## src/rtl/delayed_trigger_seq.sv

```systemverilog
// Programmable delayed one-shot / burst generator.
// A rising edge of `on` seen while idle latches delay/width/burst. After `delay` cycles the
// block emits `burst` high pulses, each `width` cycles high, separated by `width`-cycle gaps.
// Rising edges seen while busy are dropped and recorded in the sticky `missed` flag.
module delayed_trigger_seq #(
    parameter int unsigned CW   = 8,
    parameter int unsigned BW   = 4,
    parameter int unsigned SYNC = 0
) (
    input  logic          clock,
    input  logic          reset_n,
    input  logic          on,
    input  logic [CW-1:0] delay,
    input  logic [CW-1:0] width,
    input  logic [BW-1:0] burst,
    output logic          signal,
    output logic          busy,
    output logic          done,
    output logic          missed,
    output logic [7:0]    trig_count
);

    localparam logic [1:0] StIdle  = 2'd0;
    localparam logic [1:0] StDelay = 2'd1;
    localparam logic [1:0] StHigh  = 2'd2;
    localparam logic [1:0] StLow   = 2'd3;

    logic [1:0]    state_q, state_d;
    logic [CW-1:0] cnt_q, cnt_d;
    logic [CW-1:0] w_q, w_d;
    logic [BW-1:0] rem_q, rem_d;
    logic          signal_q, signal_d;
    logic          done_q, done_d;
    logic          missed_q, missed_d;
    logic [7:0]    trig_q, trig_d;

    logic          on_s;
    logic          on_q;
    logic          rise;
    logic [CW-1:0] width_eff;
    logic [BW-1:0] burst_eff;

    // Optional 2-flop synchronizer; flops reset high so a level held across reset is not an edge.
    if (SYNC != 0) begin : g_sync
        logic [1:0] sync_q;

        // Shift `on` through two flops.
        always_ff @(posedge clock or negedge reset_n) begin
            if (!reset_n) begin
                sync_q <= 2'b11;
            end else begin
                sync_q <= {sync_q[0], on};
            end
        end

        assign on_s = sync_q[1];
    end else begin : g_nosync
        assign on_s = on;
    end

    // Edge history for rise detection.
    always_ff @(posedge clock or negedge reset_n) begin
        if (!reset_n) begin
            on_q <= 1'b1;
        end else begin
            on_q <= on_s;
        end
    end

    assign rise      = on_s & ~on_q;
    assign width_eff = (width == '0) ? CW'(1) : width;
    assign burst_eff = (burst == '0) ? BW'(1) : burst;

    // Sequencer next-state: counters always hold the cycles left in the current phase.
    always_comb begin
        state_d  = state_q;
        cnt_d    = cnt_q;
        w_d      = w_q;
        rem_d    = rem_q;
        signal_d = signal_q;
        done_d   = 1'b0;
        missed_d = missed_q;
        trig_d   = trig_q;

        unique case (state_q)
            StIdle: begin
                if (rise) begin
                    w_d      = width_eff;
                    rem_d    = burst_eff;
                    trig_d   = trig_q + 8'd1;
                    missed_d = 1'b0;
                    if (delay == '0) begin
                        state_d  = StHigh;
                        signal_d = 1'b1;
                        cnt_d    = width_eff;
                    end else begin
                        state_d = StDelay;
                        cnt_d   = delay;
                    end
                end
            end
            StDelay: begin
                if (cnt_q == CW'(1)) begin
                    state_d  = StHigh;
                    signal_d = 1'b1;
                    cnt_d    = w_q;
                end else begin
                    cnt_d = cnt_q - CW'(1);
                end
            end
            StHigh: begin
                if (cnt_q == CW'(1)) begin
                    signal_d = 1'b0;
                    if (rem_q > BW'(1)) begin
                        state_d = StLow;
                        cnt_d   = w_q;
                        rem_d   = rem_q - BW'(1);
                    end else begin
                        state_d = StIdle;
                        cnt_d   = '0;
                        done_d  = 1'b1;
                    end
                end else begin
                    cnt_d = cnt_q - CW'(1);
                end
            end
            StLow: begin
                if (cnt_q == CW'(1)) begin
                    state_d  = StHigh;
                    signal_d = 1'b1;
                    cnt_d    = w_q;
                end else begin
                    cnt_d = cnt_q - CW'(1);
                end
            end
            default: begin
                state_d  = StIdle;
                signal_d = 1'b0;
                cnt_d    = '0;
            end
        endcase

        // Edges arriving while busy (including the completion edge) are dropped but remembered.
        if (rise && (state_q != StIdle)) begin
            missed_d = 1'b1;
        end
    end

    // Sequencer state registers.
    always_ff @(posedge clock or negedge reset_n) begin
        if (!reset_n) begin
            state_q  <= StIdle;
            cnt_q    <= '0;
            w_q      <= '0;
            rem_q    <= '0;
            signal_q <= 1'b0;
            done_q   <= 1'b0;
            missed_q <= 1'b0;
            trig_q   <= '0;
        end else begin
            state_q  <= state_d;
            cnt_q    <= cnt_d;
            w_q      <= w_d;
            rem_q    <= rem_d;
            signal_q <= signal_d;
            done_q   <= done_d;
            missed_q <= missed_d;
            trig_q   <= trig_d;
        end
    end

    assign signal     = signal_q;
    assign busy       = (state_q != StIdle);
    assign done       = done_q;
    assign missed     = missed_q;
    assign trig_count = trig_q;

endmodule

```

## config.mk

```make
export PLATFORM = sky130hd
export DESIGN_NAME = delayed_trigger_seq
export DESIGN_NICKNAME = d
export VERILOG_FILES = /design/src/rtl/delayed_trigger_seq.sv
export SDC_FILE = /design/constraint.sdc
export NUM_CORES = 1
export LEC_CHECK = 0
export CAP_MARGIN = 20
export CELL_PAD_IN_SITES_DETAIL_PLACEMENT = 1
export CELL_PAD_IN_SITES_GLOBAL_PLACEMENT = 1
export CORE_ASPECT_RATIO = 2
export CORE_UTILIZATION = 38
export CTS_BUF_LIST = sky130_fd_sc_hd__clkbuf_4
export DETAILED_ROUTE_END_ITERATION = 10
export PLACE_DENSITY_LB_ADDON = 0.1
export SLEW_MARGIN = 15
export SYNTH_ARGS = -nofsm -noshare
export SYNTH_HDL_FRONTEND = slang
export SYNTH_SLANG_ARGS = --single-unit
```

## constraint.sdc

```tcl
create_clock -name clock -period 2.6 [get_ports clock]
set_clock_uncertainty 0.1 [all_clocks]
set_input_delay 0.39 -clock clock [delete_from_list [all_inputs] [get_ports clock]]
set_output_delay 0.39 -clock clock [all_outputs]
set_load 0.02 [all_outputs]
```

==> flow_summary.toml <==
[timing]
worst_slew_pin_slew_ns = 0.480
fmax_ghz = 0.429
setup_viol = 0
finalSetupTns_ns = 0
period_minus_slack_ns = 2.33
rsz0062_at_grt = "false"
finalWorstSetupSlack_ns = 0.272
slew_viol_final = 0
hold_viol = 0
fin_crit_sh = 0.896
slew_headroom = 0.672
holdWs_ns = 0.354

[clock_network]
cts_hold_buf = 0
cts_root_buf = "clkbuf_4"
cts_setup_buffers = 0
clk_pin_slew_worst_paths_ns = 0.12
cts_max_level = 2
clk_path_buf_depth = 2
cts_buffers = 5
clock-sinks = 34
cts_tree = "done"
insertion_delay_ns = 0.35
cts_resized = 0

[global_routing]
antenna_found_initial = 0
grt_pass1_vias = 1856
grt_pass1_wl_um = 8920
track_usage = 0.231
grt_max_degree = 35
overflow = 0

[power_and_ir_drop]
p_comb_frac = 0.270
power.density_nw_per_um2 = 596
power.internal_mw = 0.915
ir_worst_vdd_v = 0.000357
swShare = 0.354
power_switching_mw = 0.501
power_mw = 1.42
power_frac_clock = 0.211
p_seq_frac = 0.519
leakage_nw = 0.988

[route]
routed_via_density = 5.85
wl_per_cell_um = 18.7
wirelength_um = 5540
antenna_left = 0
dr_total_vias = 1732
drc = 0
drtIter0Drc = 15
firstDrtPassIters = 4

[die]
die_w_um = 52.3
die_h_um = 103
rows = 36
start_util = 0.395
dieArea_um2 = 5360
pin_count = 35
core_region_area_um2 = 4860

[logic_synthesis]
synth_area_um2 = 1920
ys_ff_latch = 34
yosysTopAreaCell = "dfrtp_1"
yosysTopAreaCellShare = 0.430
yosysMostFrequentCell = "nand2_1"
synth_ff_type = "dfrtp_1"
synthCells = 198
synth_seq_area_share = 0.444
yosysUniqueCellTypes = 57
synth_nets = 226
synthTopCellsByArea = "dfrtp_1 43%, nand2_1 7.2%, xnor2_1 3.7%"
syn_avg_cell_area_um2 = 9.69
synth_edf_count = 0
ys_warn_count = 0
synth_common_cells = "37 x nand2_1, 33 x dfrtp_1, 9 x nor3_1"
async_flop_share = 1.00

[final_layout]
fin_nets = 266
seqCellArea_um2 = 852
drive_gt1_frac = 0.113
fillerInstances = 580
insertedDiodeCount = 0
syn_to_final_growth_pct = 23.9
multi_input_area_um2 = 970

[status]
status = "finished, final reports clean"

[setup_path]
reg2reg_from = "rem_q[0]"
path_buf_inv = 2
cpPeakStageDelay_ns = 0.55
startpoint_type = "flop"
worstPathRequired_ns = 2.11
r2r-end = "rem_q[0]"
worstPathArrival_ns = 1.84
critical_path_peak_fanout = 11
crit_path_top_delay_cell = "clkdlybuf4s50_1"
path_class = "flop to primary output"
rr_worst_depth = 6
reg2reg_slack_ns = 0.46
crit_chain = "nor2_1 -> inv_1 -> clkdlybuf4s50_1"
crit_path_end_kind = "primary output"
critical-path-top-delay-family = "buffers and inverters"

[flow_run]
max_cap_viol_count = 0

[placement]
preCtsSetupSlack_ns = 0.299
portBuffers = 34
hpwl_um = 4390
finalWeightedCongestion = 0.809

[min_path]
hold_class = "primary input to asynchronous set/reset pin"
flip-flops by register name, indices dropped and copies added, names as in the netlist:
name and cells:
cnt_q 8, done 1, missed 1, on_q 1, rem_q 4, signal 1, state_q 2, trig_count 8
w_q 8
worst reg2reg max path: cells and delay by family, from the launching register on:
kind                     cells  cell delay [ns]
AO/OA/AOI/OAI                3             0.82
adder cells (fa/ha/maj)      1             0.24
buffers and inverters        1             0.08
flip-flops                   1             0.44
AND/OR/NAND/NOR              1             0.35
kinds of logic (layout without fill, tap and decap cells):
group,count (synthesis),after routing,synth area share
mux,2,2,0.0104
simple gates,80,80,0.218
compound gates,50,50,0.199
fa+ha+maj,5,5,0.0326
xor+xnor,10,10,0.0456
buf+inv,17,58,0.0508
flops,34,34,0.444
stage by stage:
stage | util | area (um2) | std cells
3_5_place_dp | 0.478 | 2320 | 288
4_1_cts | 0.489 | 2380 | 296
6_report | 0.489 | 2380 | 296
3_3_place_gp | 0.478 | 2320 | 288
2_1_floorplan | - | 1920 | 198
5_1_grt | 0.489 | 2380 | 296
layer usage:
metal,vias to the layer above,track usage,wire length [um]
li1,810,-,-
met1,851,0.232,1960
met2,53,0.426,3140
met3,18,0.0339,169
met4,0,0.146,269
met5,-,0,0
worst max-delay path by stage:
| stage | startpoint | end | slack [ns] | cells after the start |
|---|---|---|---|---|
| after global placement | on | rem_q[0] | 0.37 | 5 |
| after floorplan | rem_q[0] | rem_q[0] | 0.75 | 6 |
| after detailed placement | on | cnt_q[6] | 0.30 | 5 |
| after CTS | state_q[1] | busy | 0.26 | 3 |
| after global routing | state_q[1] | busy | 0.23 | 3 |
| final | state_q[1] | busy | 0.27 | 3 |
power by group through the flow:
stage / clock network, mW / registers [mW] / logic [mW]
6_report: 0.299 / 0.735 / 0.383
5_1_grt: 0.327 / 0.749 / 0.427
4_1_cts: 0.307 / 0.735 / 0.383
3_5_place_dp: 0 / 0.746 / 0.380
3_3_place_gp: 0 / 0.740 / 0.363
2_1_floorplan: 0 / 0.713 / 0.262
layout by cell type (no fill, tap or decap), types with 8 or more instances in the layout:
cell | netlist | final
nand2_1 | 37 | 37
dfrtp_1 | 33 | 33
xnor2_1 | 8 | 8
nor2_1 | 8 | 8
clkdlybuf4s50_1 | 0 | 34
inv_1 | 8 | 8
buf_4 | 0 | 8
nor3_1 | 9 | 9
area by class of cell:
type | count | area share
Multi-Input combinational cell | 147 | 0.408
Sequential cell | 34 | 0.358
Timing Repair Buffer | 42 | 0.168
Tap cell | 57 | 0.0300
Clock buffer | 6 | 0.0189
Inverter | 8 | 0.0126
Clock inverter | 2 | 0.00368
(Power assumes the default switching activity.)
